<file path="src/rtl/vppm_pwm_pkg.sv">
// Shared types for the multi-channel PWM/VPPM generator: default value width,
// channel mode and the per-channel configuration record.
package vppm_pwm_pkg;

  localparam int PWM_W = 26;

  typedef enum logic {
    MODE_PWM  = 1'b0,
    MODE_VPPM = 1'b1
  } mode_e;

  typedef struct packed {
    logic [PWM_W-1:0] duty;
    logic [PWM_W-1:0] delay;
    mode_e            mode;
  } ch_cfg_t;

endpackage

</file>
<file path="src/rtl/vppm_pwm_channel.sv">
// One output channel: pending/shadow config, sampled VPPM symbol bit,
// delay clamp and the registered compare against the shared counter.
module vppm_pwm_channel
  import vppm_pwm_pkg::*;
#(
  parameter int W = PWM_W
) (
  input  logic         clk_50,
  input  logic         rst_n,
  input  logic         en,
  input  logic         wr,
  input  logic         commit,
  input  ch_cfg_t      cfg_in,
  input  logic         sym_in,
  input  logic [W-1:0] cnt,
  input  logic [W-1:0] p_act,
  output logic         pending,
  output logic         pwm_out
);

  ch_cfg_t      pend_q, pend_d, shadow_q, shadow_d;
  logic         pending_q, pending_d;
  logic         sym_q, sym_d;
  logic         pwm_q, pwm_d;
  logic [W-1:0] duty, delay, dly_c, pos;
  logic         hi;

  always_ff @(posedge clk_50 or negedge rst_n) begin
    if (!rst_n) begin
      pend_q    <= '0;
      shadow_q  <= '0;
      pending_q <= 1'b0;
      sym_q     <= 1'b0;
      pwm_q     <= 1'b0;
    end else begin
      pend_q    <= pend_d;
      shadow_q  <= shadow_d;
      pending_q <= pending_d;
      sym_q     <= sym_d;
      pwm_q     <= pwm_d;
    end
  end

  // A write landing on the commit cycle bypasses the pending slot entirely.
  always_comb begin
    pend_d    = pend_q;
    pending_d = pending_q;
    shadow_d  = shadow_q;
    sym_d     = sym_q;
    if (commit) begin
      pending_d = 1'b0;
      sym_d     = sym_in;
      if (wr) shadow_d = cfg_in;
      else if (pending_q) shadow_d = pend_q;
    end else if (wr) begin
      pend_d    = cfg_in;
      pending_d = 1'b1;
    end
  end

  always_comb begin
    duty  = W'(shadow_q.duty);
    delay = W'(shadow_q.delay);
    dly_c = (delay >= p_act) ? p_act - W'(1) : delay;
    // Modular subtraction: result is always < p_act, so W bits suffice.
    pos   = cnt - dly_c + ((cnt < dly_c) ? p_act : '0);
    if (duty == '0) hi = 1'b0;
    else if (duty >= p_act) hi = 1'b1;
    else if (shadow_q.mode == MODE_VPPM) hi = sym_q ? (cnt >= p_act - duty) : (cnt < duty);
    else hi = (pos < duty);
    pwm_d = en & hi;
  end

  assign pending = pending_q;
  assign pwm_out = pwm_q;

endmodule

</file>
<file path="src/rtl/vppm_pwm_gen.sv">
// Multi-channel PWM/VPPM generator: shared period counter and period shadow,
// config write decode and per-channel instances committing at period wrap.
module vppm_pwm_gen
  import vppm_pwm_pkg::*;
#(
  parameter int  CH         = 4,
  parameter int  W          = PWM_W,
  parameter int  DEF_PERIOD = 5000,
  localparam int CHW        = (CH > 1) ? $clog2(CH) : 1
) (
  input  logic           clk_50,
  input  logic           rst_n,
  input  logic           en,
  input  logic [W-1:0]   period,
  input  logic           cfg_valid,
  output logic           cfg_ready,
  input  logic [CHW-1:0] cfg_ch,
  input  logic [W-1:0]   cfg_duty,
  input  logic [W-1:0]   cfg_delay,
  input  logic           cfg_mode,
  input  logic [CH-1:0]  sym_bit,
  output logic [CH-1:0]  pwm_out,
  output logic           period_tick
);

  logic [W-1:0]  cnt_q, cnt_d, per_q, per_d, p_act;
  logic          tick_q, tick_d;
  logic          wrap, accept;
  logic [CH-1:0] pending, wr_vec;
  ch_cfg_t       cfg_in;

  always_ff @(posedge clk_50 or negedge rst_n) begin
    if (!rst_n) begin
      cnt_q  <= '0;
      per_q  <= W'(DEF_PERIOD);
      tick_q <= 1'b0;
    end else begin
      cnt_q  <= cnt_d;
      per_q  <= per_d;
      tick_q <= tick_d;
    end
  end

  // While disabled every cycle is a commit point, so config flows straight through.
  assign p_act = (per_q < W'(2)) ? W'(2) : per_q;
  assign wrap  = !en || (cnt_q == p_act - W'(1));

  always_comb begin
    cnt_d  = (!en || wrap) ? '0 : cnt_q + W'(1);
    per_d  = wrap ? period : per_q;
    tick_d = en && (cnt_q == '0);
  end

  // Handshake: a write transfers on a cycle with cfg_valid && cfg_ready; the
  // target channel stays not-ready until its pending write commits at wrap.
  always_comb begin
    cfg_ready = 1'b0;
    if (int'(cfg_ch) < CH) cfg_ready = !pending[cfg_ch];
  end

  assign accept = cfg_valid && cfg_ready;

  always_comb begin
    wr_vec = '0;
    for (int i = 0; i < CH; i++) wr_vec[i] = accept && (cfg_ch == CHW'(i));
  end

  always_comb begin
    cfg_in       = '0;
    cfg_in.duty  = PWM_W'(cfg_duty);
    cfg_in.delay = PWM_W'(cfg_delay);
    cfg_in.mode  = mode_e'(cfg_mode);
  end

  for (genvar i = 0; i < CH; i++) begin : g_ch
    vppm_pwm_channel #(.W(W)) u_ch (
      .clk_50  (clk_50),
      .rst_n   (rst_n),
      .en      (en),
      .wr      (wr_vec[i]),
      .commit  (wrap),
      .cfg_in  (cfg_in),
      .sym_in  (sym_bit[i]),
      .cnt     (cnt_q),
      .p_act   (p_act),
      .pending (pending[i]),
      .pwm_out (pwm_out[i])
    );
  end

  assign period_tick = tick_q;

endmodule

</file>
<file path="config.mk">
export PLATFORM = sky130hd
export DESIGN_NAME = vppm_pwm_gen
export DESIGN_NICKNAME = d
export VERILOG_FILES = /design/src/rtl/vppm_pwm_pkg.sv /design/src/rtl/vppm_pwm_channel.sv /design/src/rtl/vppm_pwm_gen.sv
export SDC_FILE = /design/constraint.sdc
export NUM_CORES = 2
export LEC_CHECK = 0
export BUFFER_PORTS_ARGS = -buffer_cell sky130_fd_sc_hd__buf_2
export CAP_MARGIN = 20
export CORE_ASPECT_RATIO = 1.1
export CORE_MARGIN = 3
export CORE_UTILIZATION = 40
export CTS_BUF_LIST = sky130_fd_sc_hd__clkbuf_8 sky130_fd_sc_hd__clkbuf_16
export DETAILED_ROUTE_END_ITERATION = 12
export GPL_TIMING_DRIVEN = 0
export MAX_ROUTING_LAYER = met4
export SYNTH_ARGS = -nofsm -noshare
export SYNTH_HDL_FRONTEND = slang
export SYNTH_SLANG_ARGS = --single-unit
</file>
<file path="constraint.sdc">
create_clock -name clk_50 -period 14.9 [get_ports clk_50]
set_input_delay 2.98 -clock clk_50 [delete_from_list [all_inputs] [get_ports clk_50]]
set_output_delay 2.98 -clock clk_50 [all_outputs]
set_load 0.05 [all_outputs]
</file>
==> flow_metrics.tcl <==
set metrics [dict create \
    status "finished clean" \
    clockBufferDepth 3 \
    die_x_um 329.9 \
    yosys.area_share.adder 0.2400 \
    final_cell_mix "719 x ha_1, 462 x dfrtp_1, 294 x a21oi_1" \
    syn_nets 5581 \
    relSlewSlack 0.1986 \
    critPathLaunchType "flip-flop" \
    die_y_um 362.3 \
    wl_um 190500 \
    r2r_setup_slack_ns 0.33 \
    synth.avg_cell_area_um2 9.888 \
    crit_type "reg -> reg" \
    tightest_slew_ns 1.202 \
    antenna_found_initial 6 \
    min_to "g_ch[2].u_ch.pend_q[46]" \
    min_path_cells 1 \
    avgRoutedWirePerCell_um 29.80 \
    cts_tree "yes" \
    post_cts_buffers 0 \
    drcViolationCount 0 \
    num_vias 40160 \
    power_density_mw_per_mm2 171.7 \
    yosys_warnings 0 \
    max_stage_delay_ns 0.84 \
    grt_pass1_vias 38810 \
    leakage_uw 0.02401 \
    grtUsageMet3 0.05497 \
    fin_skew_ns 0.04463 \
    period_share 0.9781 \
    nNetsFinal 5742 \
    async_flop_share 1.000 \
    vdd_ir_drop_max_v 0.0001073 \
    postRouteAntennaNets 0 \
    die_area_mm2 0.1195 \
    synthDistinctLibCells 91 \
    r2r_cells 46 \
    num_io_pins 95 \
    grt_max_degree 117 \
    grt_pass1_wl_um 270500 \
    synth-main-ff-cell "dfrtp_1" \
    synth_compound_gate_area_share 0.2223 \
    syn-cell-area_mm2 0.04617 \
    synth_edf_count 0 \
    firstDrtPassIters 6 \
    drt_iter0_drc 3642 \
    slowest_stage "a2111oi_0" \
    core-area_mm2 0.1143 \
    finalHoldViolCount 0 \
    finalSetupViolations 0 \
    end_kind "flip-flop" \
    met1_usage 0.4012 \
    globalRouteMet2Util 0.4849 \
    synth_top_family_by_area "adder cells" \
    drive_gt1_frac 0.1383 \
    synth_xor_area_frac 0.04895 \
    area_growth_pct 9.773 \
    place_inst 6294 \
    numCtsBuffers 52 \
    start_util 0.4037 \
    pre_cts_ws_ns 0.4820 \
    syn_inst 4669 \
    fp-row-count 130 \
    r2r_end "g_ch[1].u_ch.pwm_out" \
    hpwl_um 150700 \
    cp.required_ns 15.47 \
    cts-root-buf "clkbuf_16" \
    ys_seq_area_frac 0.2652 \
    layout_commonest_cell "ha_1" \
    min_period_ns 14.57 \
    clock_latency_ns 0.68 \
    ys_seq_elements 489 \
    maxSlewViolCount 0 \
    setup_ws_ns 0.3256 \
    crit_top_cell "ha_1" \
    clock.fmax_mhz 68.61 \
    rsz0062_at_grt "false" \
    port_buffers 94 \
    vias_per_cell 6.280 \
    cts_max_level 2 \
    grt_overflow 0 \
    busiest_layer "met2" \
    cp_max_fo 12 \
    drv_cap 0 \
    track_usage 0.3216 \
    fin_cells 6394 \
    cp_data_arrival_time_ns 15.14 \
    synth-simple-area-share 0.1115 \
    r2r_start "per_q[14]" \
    hold_path_class "reg -> reg" \
    gp_congestion 1.036 \
    hp-start "g_ch[2].u_ch.pend_q[46]" \
    synthMuxAreaShare 0.07445 \
    clkTransAtPathRegs_ns 0.07 \
    clkSinkCount 489 \
]
## Yosys cell counts (all sizes together), types with 11 or more instances
cell,count,area share
or2,15,0.0020
nor4,47,0.0073
nand2b,60,0.0081
mux2,219,0.053
and4,16,0.0030
buf,82,0.012
nor3,60,0.0068
a21oi,294,0.032
nand4,101,0.014
or3,21,0.0028
o21ai,211,0.023
ha,719,0.19
a21o,190,0.031
xnor2,156,0.030
nor2,202,0.016
o21a,37,0.0060
o22ai,214,0.029
nor2b,51,0.0069
a31oi,28,0.0038
inv,207,0.017
a2bb2oi,208,0.053
fa,104,0.045
dfrtp,484,0.26
and3,29,0.0039
a211oi,34,0.0055
clkbuf,110,0.0089
mux2i,97,0.021
xor2,84,0.016
o31ai,11,0.0021
nand3,81,0.0088
and2,88,0.012
o211ai,23,0.0037
o21bai,27,0.0044
a2111oi,23,0.0046
nand2,170,0.014
a221oi,11,0.0021
## report_power, final
group / internal, µW / switching (µW)
clock network: 765 / 599
registers: 1630 / 433
logic: 2150 / 3120
total: 4550 / 4160
## how the worst max path moves through the flow
| stage | startpoint | endpoint | slack (ns) | cells after the start |
|---|---|---|---|---|
| floorplan | per_q[9] | g_ch[0].u_ch.pwm_out | 4.38 | 43 |
| global placement | per_q[9] | g_ch[1].u_ch.pwm_out | -0.95 | 43 |
| detailed placement | per_q[14] | g_ch[1].u_ch.pwm_out | 0.48 | 48 |
| CTS | per_q[14] | g_ch[1].u_ch.pwm_out | 0.47 | 48 |
| global route | per_q[14] | g_ch[0].u_ch.pwm_out | 0.03 | 48 |
| finish | per_q[14] | g_ch[1].u_ch.pwm_out | 0.33 | 46 |
## logic make-up (layout without fill, tap and decap cells)
kind of cell | after synthesis | in the layout
compound gates | 1421 | 1421
xor+xnor | 247 | 247
fa+ha+maj | 823 | 823
buf+inv | 401 | 605
flops | 489 | 489
mux | 316 | 316
other cells | 0 | 3
simple gates | 972 | 972
## repair_timing
action	in CTS	in global routing
hold buffers	0	0
setup endpoints to repair	0	3
gates resized for setup	0	7
## layer usage
layer	wire length, µm	share of wire	vias to the layer above
li1	-	-	18040
met1	77320	0.41	19910
met2	83230	0.44	1724
met3	15280	0.080	488
met4	14720	0.077	0
met5	0	0	-
## worst max-delay path, delay by kind of cell, from the launching register on
kind / cells / cell delay, ns
buffers and inverters: 7 / 2.25
DFF: 1 / 0.36
adders and majority gates: 6 / 2.01
and+or+nand+nor: 11 / 3.38
AOI/OAI and AO/OA: 20 / 5.51
xor gates and xnor gates: 1 / 0.36
muxes: 1 / 0.56
## cell type report
class / instances / area (µm²)
Buffer: 192 / 958.4
Antenna cell: 3 / 7.507
Clock inverter: 34 / 315.3
Sequential cell: 489 / 12270
Timing Repair Buffer: 107 / 774.5
Multi-Input combinational cell: 3779 / 32210
Inverter: 209 / 784.5
Fill cell: 11050 / 63670
Clock buffer: 63 / 1453
Tap cell: 1518 / 1899
## state kept, by name, indices dropped and copies added (netlist names)
| register | count |
|---|---|
| g_ch.u_ch.shadow_q | 4 |
| g_ch.u_ch.duty | 104 |
| g_ch.u_ch.pending | 4 |
| cnt_q | 26 |
| period_tick | 1 |
| g_ch.u_ch.sym_q | 4 |
| per_q | 26 |
| g_ch.u_ch.pend_q | 212 |
| g_ch.u_ch.pwm_out | 4 |
| g_ch.u_ch.delay | 104 |
## through the flow
stage / area [µm²] / hold WS [ns] / TNS (ns) / utilization / total power (µW)
2_1_floorplan: 46170 / 0.4797 / 0 / - / 5473
3_3_place_gp: 48540 / 0.4861 / -1.800 / 0.4245 / 7120
3_5_place_dp: 48890 / 0.4928 / 0 / 0.4276 / 7206
4_1_cts: 50660 / 0.5066 / 0 / 0.4430 / 8600
5_1_grt: 50670 / 0.5135 / 0 / 0.4431 / 9260
6_report: 50680 / 0.5058 / 0 / 0.4432 / 8703
Note: power is estimated with default switching activity, not from simulation.
